`src/rtl/add_pipe.sv`:
```
// Pipelined valid/ready unsigned adder/subtractor with wrap or saturate modes
// and a saturating count of clamped results accepted downstream.
module add_pipe #(
    parameter int WIDTH  = 8,
    parameter int STAGES = 2,
    parameter int CNT_W  = 16
) (
    input  logic             clk,
    input  logic             rst,
    input  logic             in_valid,
    output logic             in_ready,
    input  logic [WIDTH-1:0] in_a,
    input  logic [WIDTH-1:0] in_b,
    input  logic             in_sub,
    input  logic             in_sat,
    output logic             out_valid,
    input  logic             out_ready,
    output logic [WIDTH:0]   out_sum,
    output logic             out_clamped,
    output logic [CNT_W-1:0] sat_cnt
);

    localparam int LW = WIDTH / 2;
    localparam int HW = WIDTH - LW;
    localparam int RD = (STAGES > 1) ? STAGES - 1 : 1;

    logic             advance;
    logic [WIDTH-1:0] b_eff;
    logic [LW:0]      lo_in;
    logic             front_vld;
    logic [WIDTH:0]   front_res;
    logic             front_clp;

    logic [RD-1:0]           vld_q, vld_d;
    logic [RD-1:0][WIDTH:0]  res_q, res_d;
    logic [RD-1:0]           clp_q, clp_d;
    logic [CNT_W-1:0]        sat_cnt_q, sat_cnt_d;

    // Subtraction is A + ~B + 1; the low half produces the carry into the high half.
    function automatic logic [WIDTH+1:0] finish_op(
        input logic [LW:0]   lo,
        input logic [HW-1:0] a_hi,
        input logic [HW-1:0] b_hi,
        input logic          sub,
        input logic          sat
    );
        logic [HW:0]    hi;
        logic [WIDTH:0] res;
        logic           clp;
        hi  = {1'b0, a_hi} + {1'b0, b_hi} + {{HW{1'b0}}, lo[LW]};
        res = {hi[HW] ^ sub, hi[HW-1:0], lo[LW-1:0]};
        clp = 1'b0;
        if (sat) begin
            clp = res[WIDTH];
            if (res[WIDTH]) begin
                res = sub ? '0 : {1'b0, {WIDTH{1'b1}}};
            end
        end
        return {clp, res};
    endfunction

    always_comb begin
        advance  = ~out_valid | out_ready;
        in_ready = advance;
        b_eff    = in_sub ? ~in_b : in_b;
        lo_in    = {1'b0, in_a[LW-1:0]} + {1'b0, b_eff[LW-1:0]} + {{LW{1'b0}}, in_sub};
    end

    generate
        if (STAGES == 1) begin : g_direct
            logic [WIDTH+1:0] fin;
            always_comb begin
                fin       = finish_op(lo_in, in_a[WIDTH-1:LW], b_eff[WIDTH-1:LW], in_sub, in_sat);
                front_vld = in_valid;
                front_clp = fin[WIDTH+1];
                front_res = fin[WIDTH:0];
            end
        end else begin : g_split
            // First stage registers the low-half sum; the high half completes one stage later.
            logic          s0_vld_q, s0_vld_d;
            logic [LW:0]   s0_lo_q, s0_lo_d;
            logic [HW-1:0] s0_ahi_q, s0_ahi_d;
            logic [HW-1:0] s0_bhi_q, s0_bhi_d;
            logic          s0_sub_q, s0_sub_d;
            logic          s0_sat_q, s0_sat_d;
            logic [WIDTH+1:0] fin;

            always_comb begin
                s0_vld_d = s0_vld_q;
                s0_lo_d  = s0_lo_q;
                s0_ahi_d = s0_ahi_q;
                s0_bhi_d = s0_bhi_q;
                s0_sub_d = s0_sub_q;
                s0_sat_d = s0_sat_q;
                if (advance) begin
                    s0_vld_d = in_valid;
                    s0_lo_d  = lo_in;
                    s0_ahi_d = in_a[WIDTH-1:LW];
                    s0_bhi_d = b_eff[WIDTH-1:LW];
                    s0_sub_d = in_sub;
                    s0_sat_d = in_sat;
                end
            end

            always_ff @(posedge clk or posedge rst) begin
                if (rst) begin
                    s0_vld_q <= 1'b0;
                    s0_lo_q  <= '0;
                    s0_ahi_q <= '0;
                    s0_bhi_q <= '0;
                    s0_sub_q <= 1'b0;
                    s0_sat_q <= 1'b0;
                end else begin
                    s0_vld_q <= s0_vld_d;
                    s0_lo_q  <= s0_lo_d;
                    s0_ahi_q <= s0_ahi_d;
                    s0_bhi_q <= s0_bhi_d;
                    s0_sub_q <= s0_sub_d;
                    s0_sat_q <= s0_sat_d;
                end
            end

            always_comb begin
                fin       = finish_op(s0_lo_q, s0_ahi_q, s0_bhi_q, s0_sub_q, s0_sat_q);
                front_vld = s0_vld_q;
                front_clp = fin[WIDTH+1];
                front_res = fin[WIDTH:0];
            end
        end
    endgenerate

    // Result delay line; bubbles are stored as zeroed data so out_sum stays clean.
    always_comb begin
        vld_d = vld_q;
        res_d = res_q;
        clp_d = clp_q;
        if (advance) begin
            for (int i = RD - 1; i > 0; i--) begin
                vld_d[i] = vld_q[i-1];
                res_d[i] = res_q[i-1];
                clp_d[i] = clp_q[i-1];
            end
            vld_d[0] = front_vld;
            res_d[0] = front_vld ? front_res : '0;
            clp_d[0] = front_vld & front_clp;
        end
    end

    always_comb begin
        sat_cnt_d = sat_cnt_q;
        if (out_valid && out_ready && out_clamped && (sat_cnt_q != {CNT_W{1'b1}})) begin
            sat_cnt_d = sat_cnt_q + CNT_W'(1);
        end
    end

    always_ff @(posedge clk or posedge rst) begin
        if (rst) begin
            vld_q     <= '0;
            res_q     <= '0;
            clp_q     <= '0;
            sat_cnt_q <= '0;
        end else begin
            vld_q     <= vld_d;
            res_q     <= res_d;
            clp_q     <= clp_d;
            sat_cnt_q <= sat_cnt_d;
        end
    end

    assign out_valid   = vld_q[RD-1];
    assign out_sum     = res_q[RD-1];
    assign out_clamped = clp_q[RD-1];
    assign sat_cnt     = sat_cnt_q;

endmodule

```
`config.mk`:
```
export PLATFORM = sky130hd
export DESIGN_NAME = add_pipe
export DESIGN_NICKNAME = d
export VERILOG_FILES = /design/src/rtl/add_pipe.sv
export SDC_FILE = /design/constraint.sdc
export NUM_CORES = 1
export LEC_CHECK = 0
export ABC_AREA = 1
export CORE_ASPECT_RATIO = 0.5
export CORE_UTILIZATION = 55
export CTS_CLUSTER_DIAMETER = 150
export CTS_CLUSTER_SIZE = 14
export DETAILED_ROUTE_END_ITERATION = 8
export DONT_BUFFER_PORTS = 1
export PLACE_DENSITY = 0.81
export SYNTH_ARGS = -nofsm -noshare
export SYNTH_HDL_FRONTEND = slang
export SYNTH_SLANG_ARGS = --single-unit
```
`constraint.sdc`:
```
create_clock -name clk -period 2.9 [get_ports clk]
set_input_delay 0.29 -clock clk [delete_from_list [all_inputs] [get_ports clk]]
set_output_delay 0.29 -clock clk [all_outputs]
set_load 0.02 [all_outputs]
```
==> flow_metrics.env <==
export IMPL_grt_setup_unrepaired="false"
export IMPL_r2r_end="sat_cnt[10]"
export IMPL_gp_congestion=0.8428
export IMPL_synthSimpleGateAreaFrac_pct=31.42
export IMPL_synth_top_family_by_area="simple AND/OR/NAND/NOR gates"
export IMPL_grt_max_degree=28
export IMPL_startpoint="sat_cnt[0]"
export IMPL_grt_pass1_wl_mm=7.997
export IMPL_synth_largest_area_cell="dfrtp_1"
export IMPL_yosys_warnings=0
export IMPL_synth_xor_area_share_pct=5.788
export IMPL_synth_seq_cells=43
export IMPL_drv_cap=0
export IMPL_hold_buffers=1
export IMPL_ir_drop_v=0.0002954
export IMPL_start_util_pct=59.58
export IMPL_fin_setup_tns_ns=0
export IMPL_crit_path_end="sat_cnt[10]"
export IMPL_tightestPinTransition_ns=0.6352
export IMPL_synth_compound_area_share_pct=5.736
export IMPL_syn_to_final_growth_pct=6.305
export IMPL_rows=16
export IMPL_critical_path_peak_fanout=19
export IMPL_async_flop_share_pct=100.0
export IMPL_synth_fp_nets=349
export IMPL_crit_arrival_ns=2.28
export IMPL_reg2reg_depth=8
export IMPL_start_kind="flop"
export IMPL_fill_cells=369
export IMPL_drive_gt1_share_pct=5.901
export IMPL_slew_viol_final=0
export IMPL_cts_setup_buffers=0
export IMPL_viasPerCell=5.141
export IMPL_yosysUniqueCellTypes=25
export IMPL_syn_avg_cell_area_sq_um=7.637
export IMPL_cts_tree="done"
export IMPL_drt_initial_drc_count=83
export IMPL_antenna_found_initial=0
export IMPL_clk_insertion_delay_late_ns=0.30
export IMPL_gr_total_overflow=0
export IMPL_hold_viol_final=0
export IMPL_crit_type="flop to flop"
export IMPL_status="completed"
export IMPL_skew_ns=0.008722
export IMPL_clk_pin_slew_ns=0.09
export IMPL_clk_path_buf_depth=2
export IMPL_end_kind="flop"
export IMPL_ant_nets=0
export IMPL_p_leak_nw=1.299
export IMPL_synth_edff_count=0
export IMPL_drt_wirelength_per_cell_um=12.11
export IMPL_hp_class="input pin to flop"
export IMPL_p_total_w=0.001665
export IMPL_num_io_pins=50
export IMPL_insertedDiodeCount=0
export IMPL_track_usage_pct=22.22
export IMPL_die_y_um=48.92
export IMPL_rr_startpoint="sat_cnt[0]"
export IMPL_fin_crit_sh_pct=72.09
export IMPL_cts_root_buf="clkbuf_8"
export IMPL_finalSetupViolations=0
export IMPL_numCtsBuffers=5
export IMPL_synth_cells=317
export IMPL_powerDensity_mw_per_mm2=646.8
export IMPL_synth_area_sq_mm=0.002421
export IMPL_yosys_top_cells_count="139 x nand2_1, 43 x dfrtp_1, 27 x inv_1"
export IMPL_die_area_sq_mm=0.004688
export IMPL_grt_pass1_vias=1797
export IMPL_timing_final_ws_setup_ns=0.8093
export IMPL_core_sq_mm=0.004064
export IMPL_slew_headroom_pct=57.61
export IMPL_clock_fmax_ghz=0.4783
export IMPL_rrSetupSlack_ns=0.81
export IMPL_fin_util_pct=63.33
export IMPL_wirelength_mm=4.553
export IMPL_place_port_buffers=0
export IMPL_synthMostInstantiatedCell="nand2_1"
export IMPL_post_route_drc_count=0
export IMPL_place_ws_ns=0.8247
export IMPL_die_w_um=95.83
export IMPL_yosys_area_top_type_share_pct=44.44
export IMPL_synth_fa_ha_area_share_pct=6.098
export IMPL_required_ns=3.09
export IMPL_num_vias=1933
export IMPL_dr_pass1_iters=4
export IMPL_clock_sinks=43
export IMPL_synthMuxAreaShare_pct=0
export IMPL_synth_ff_type="dfrtp_1"
export IMPL_ys_seq_area_share_pct=44.44
export IMPL_synth_area_leaders="dfrtp_1 44%, nand2_1 22%, inv_1 4.2%, ha_1 3.6%, xnor2_1 3.6%"
export IMPL_ctsResizeCount=0
export IMPL_cts_max_level=2
export IMPL_timing_final_crit_period_ns=2.091
export IMPL_final_nets=353
export IMPL_dp_final_hpwl_mm=3.347
## worst max-delay path, cell delays in order, from the launching register on
cell,delay (ns)
dfrtp_1,0.54
ha_1,0.34
inv_2,0.07
nor2_4,0.17
nand2_4,0.08
o21ai_4,0.45
inv_4,0.16
nand2_1,0.12
nand2_1,0.05
## logic make-up after synthesis
family | count (synthesis)
simple gates | 186
flops | 43
buf+inv | 37
compound gates | 25
xor+xnor | 16
fa+ha+maj | 10
## area by class of cell
type	instances	area, sq um	area share [%]
clock buffers	6	82.58	3.209
flip-flops and latches	43	1076	41.81
repair buffers	3	25.02	0.9723
well taps	54	67.56	2.625
inverters	31	118.9	4.618
multi-input cells	237	1187	46.14
clock inverters	2	16.27	0.6320
## sequential cells by signal, summed over array words and instances (netlist names)
name	count
out_sum	9
g_split.s0_ahi_q	4
g_split.s0_sat_q	1
g_split.s0_lo_q	5
g_split.s0_bhi_q	4
out_valid	1
g_split.s0_sub_q	1
sat_cnt	16
front_vld	1
out_clamped	1
## power by group
part           switching, W  total (W)  internal, W  leakage [nW]
clock              0.000214   0.000409     0.000194        0.0474
sequential         0.000185   0.000890     0.000706         0.550
combinational      0.000226   0.000366     0.000140         0.702
## routing by layer
metal / vias up / share of wire, % / GRT usage, %
met4: 0 / 0.72 / 5.970
met2: 51 / 48 / 36.07
met3: 6 / 5.0 / 5.919
li1: 999 / - / -
met1: 877 / 47 / 29.51
met5: - / 0 / 0
## layout by cell type (no fill, tap or decap), types with 3 or more instances in the layout
master / n
a21oi_1: 4
inv_2: 3
nand4_1: 6
o21ai_0: 13
clkbuf_8: 6
inv_1: 27
nand3_1: 14
fa_1: 3
xnor2_1: 10
xor2_1: 6
o21ai_1: 5
dfrtp_1: 43
ha_1: 7
nand2_1: 139
nor2_1: 21
## how the worst min path moves through the flow
stage	from	to	slack, ns	cells past startpoint
floorplan	in_a[4]	g_split.s0_ahi_q[0]	0.40	2
global placement	rst	sat_cnt[4]	0.30	1
detailed placement	rst	sat_cnt[3]	0.30	1
CTS	in_a[7]	g_split.s0_ahi_q[3]	0.08	2
global route	in_a[4]	g_split.s0_ahi_q[0]	0.09	2
finish	in_a[7]	g_split.s0_ahi_q[3]	0.09	2
## metrics by stage
step | hold slack (ns) | instances | instance area, sq um
finish | 0.09079 | 376 | 2574
global route | 0.08843 | 376 | 2574
CTS | 0.08426 | 376 | 2574
detailed placement | 0.2972 | 367 | 2465
global placement | 0.2983 | 367 | 2465
floorplan | 0.3996 | 317 | 2421
Power figures use the tool's default switching activity.
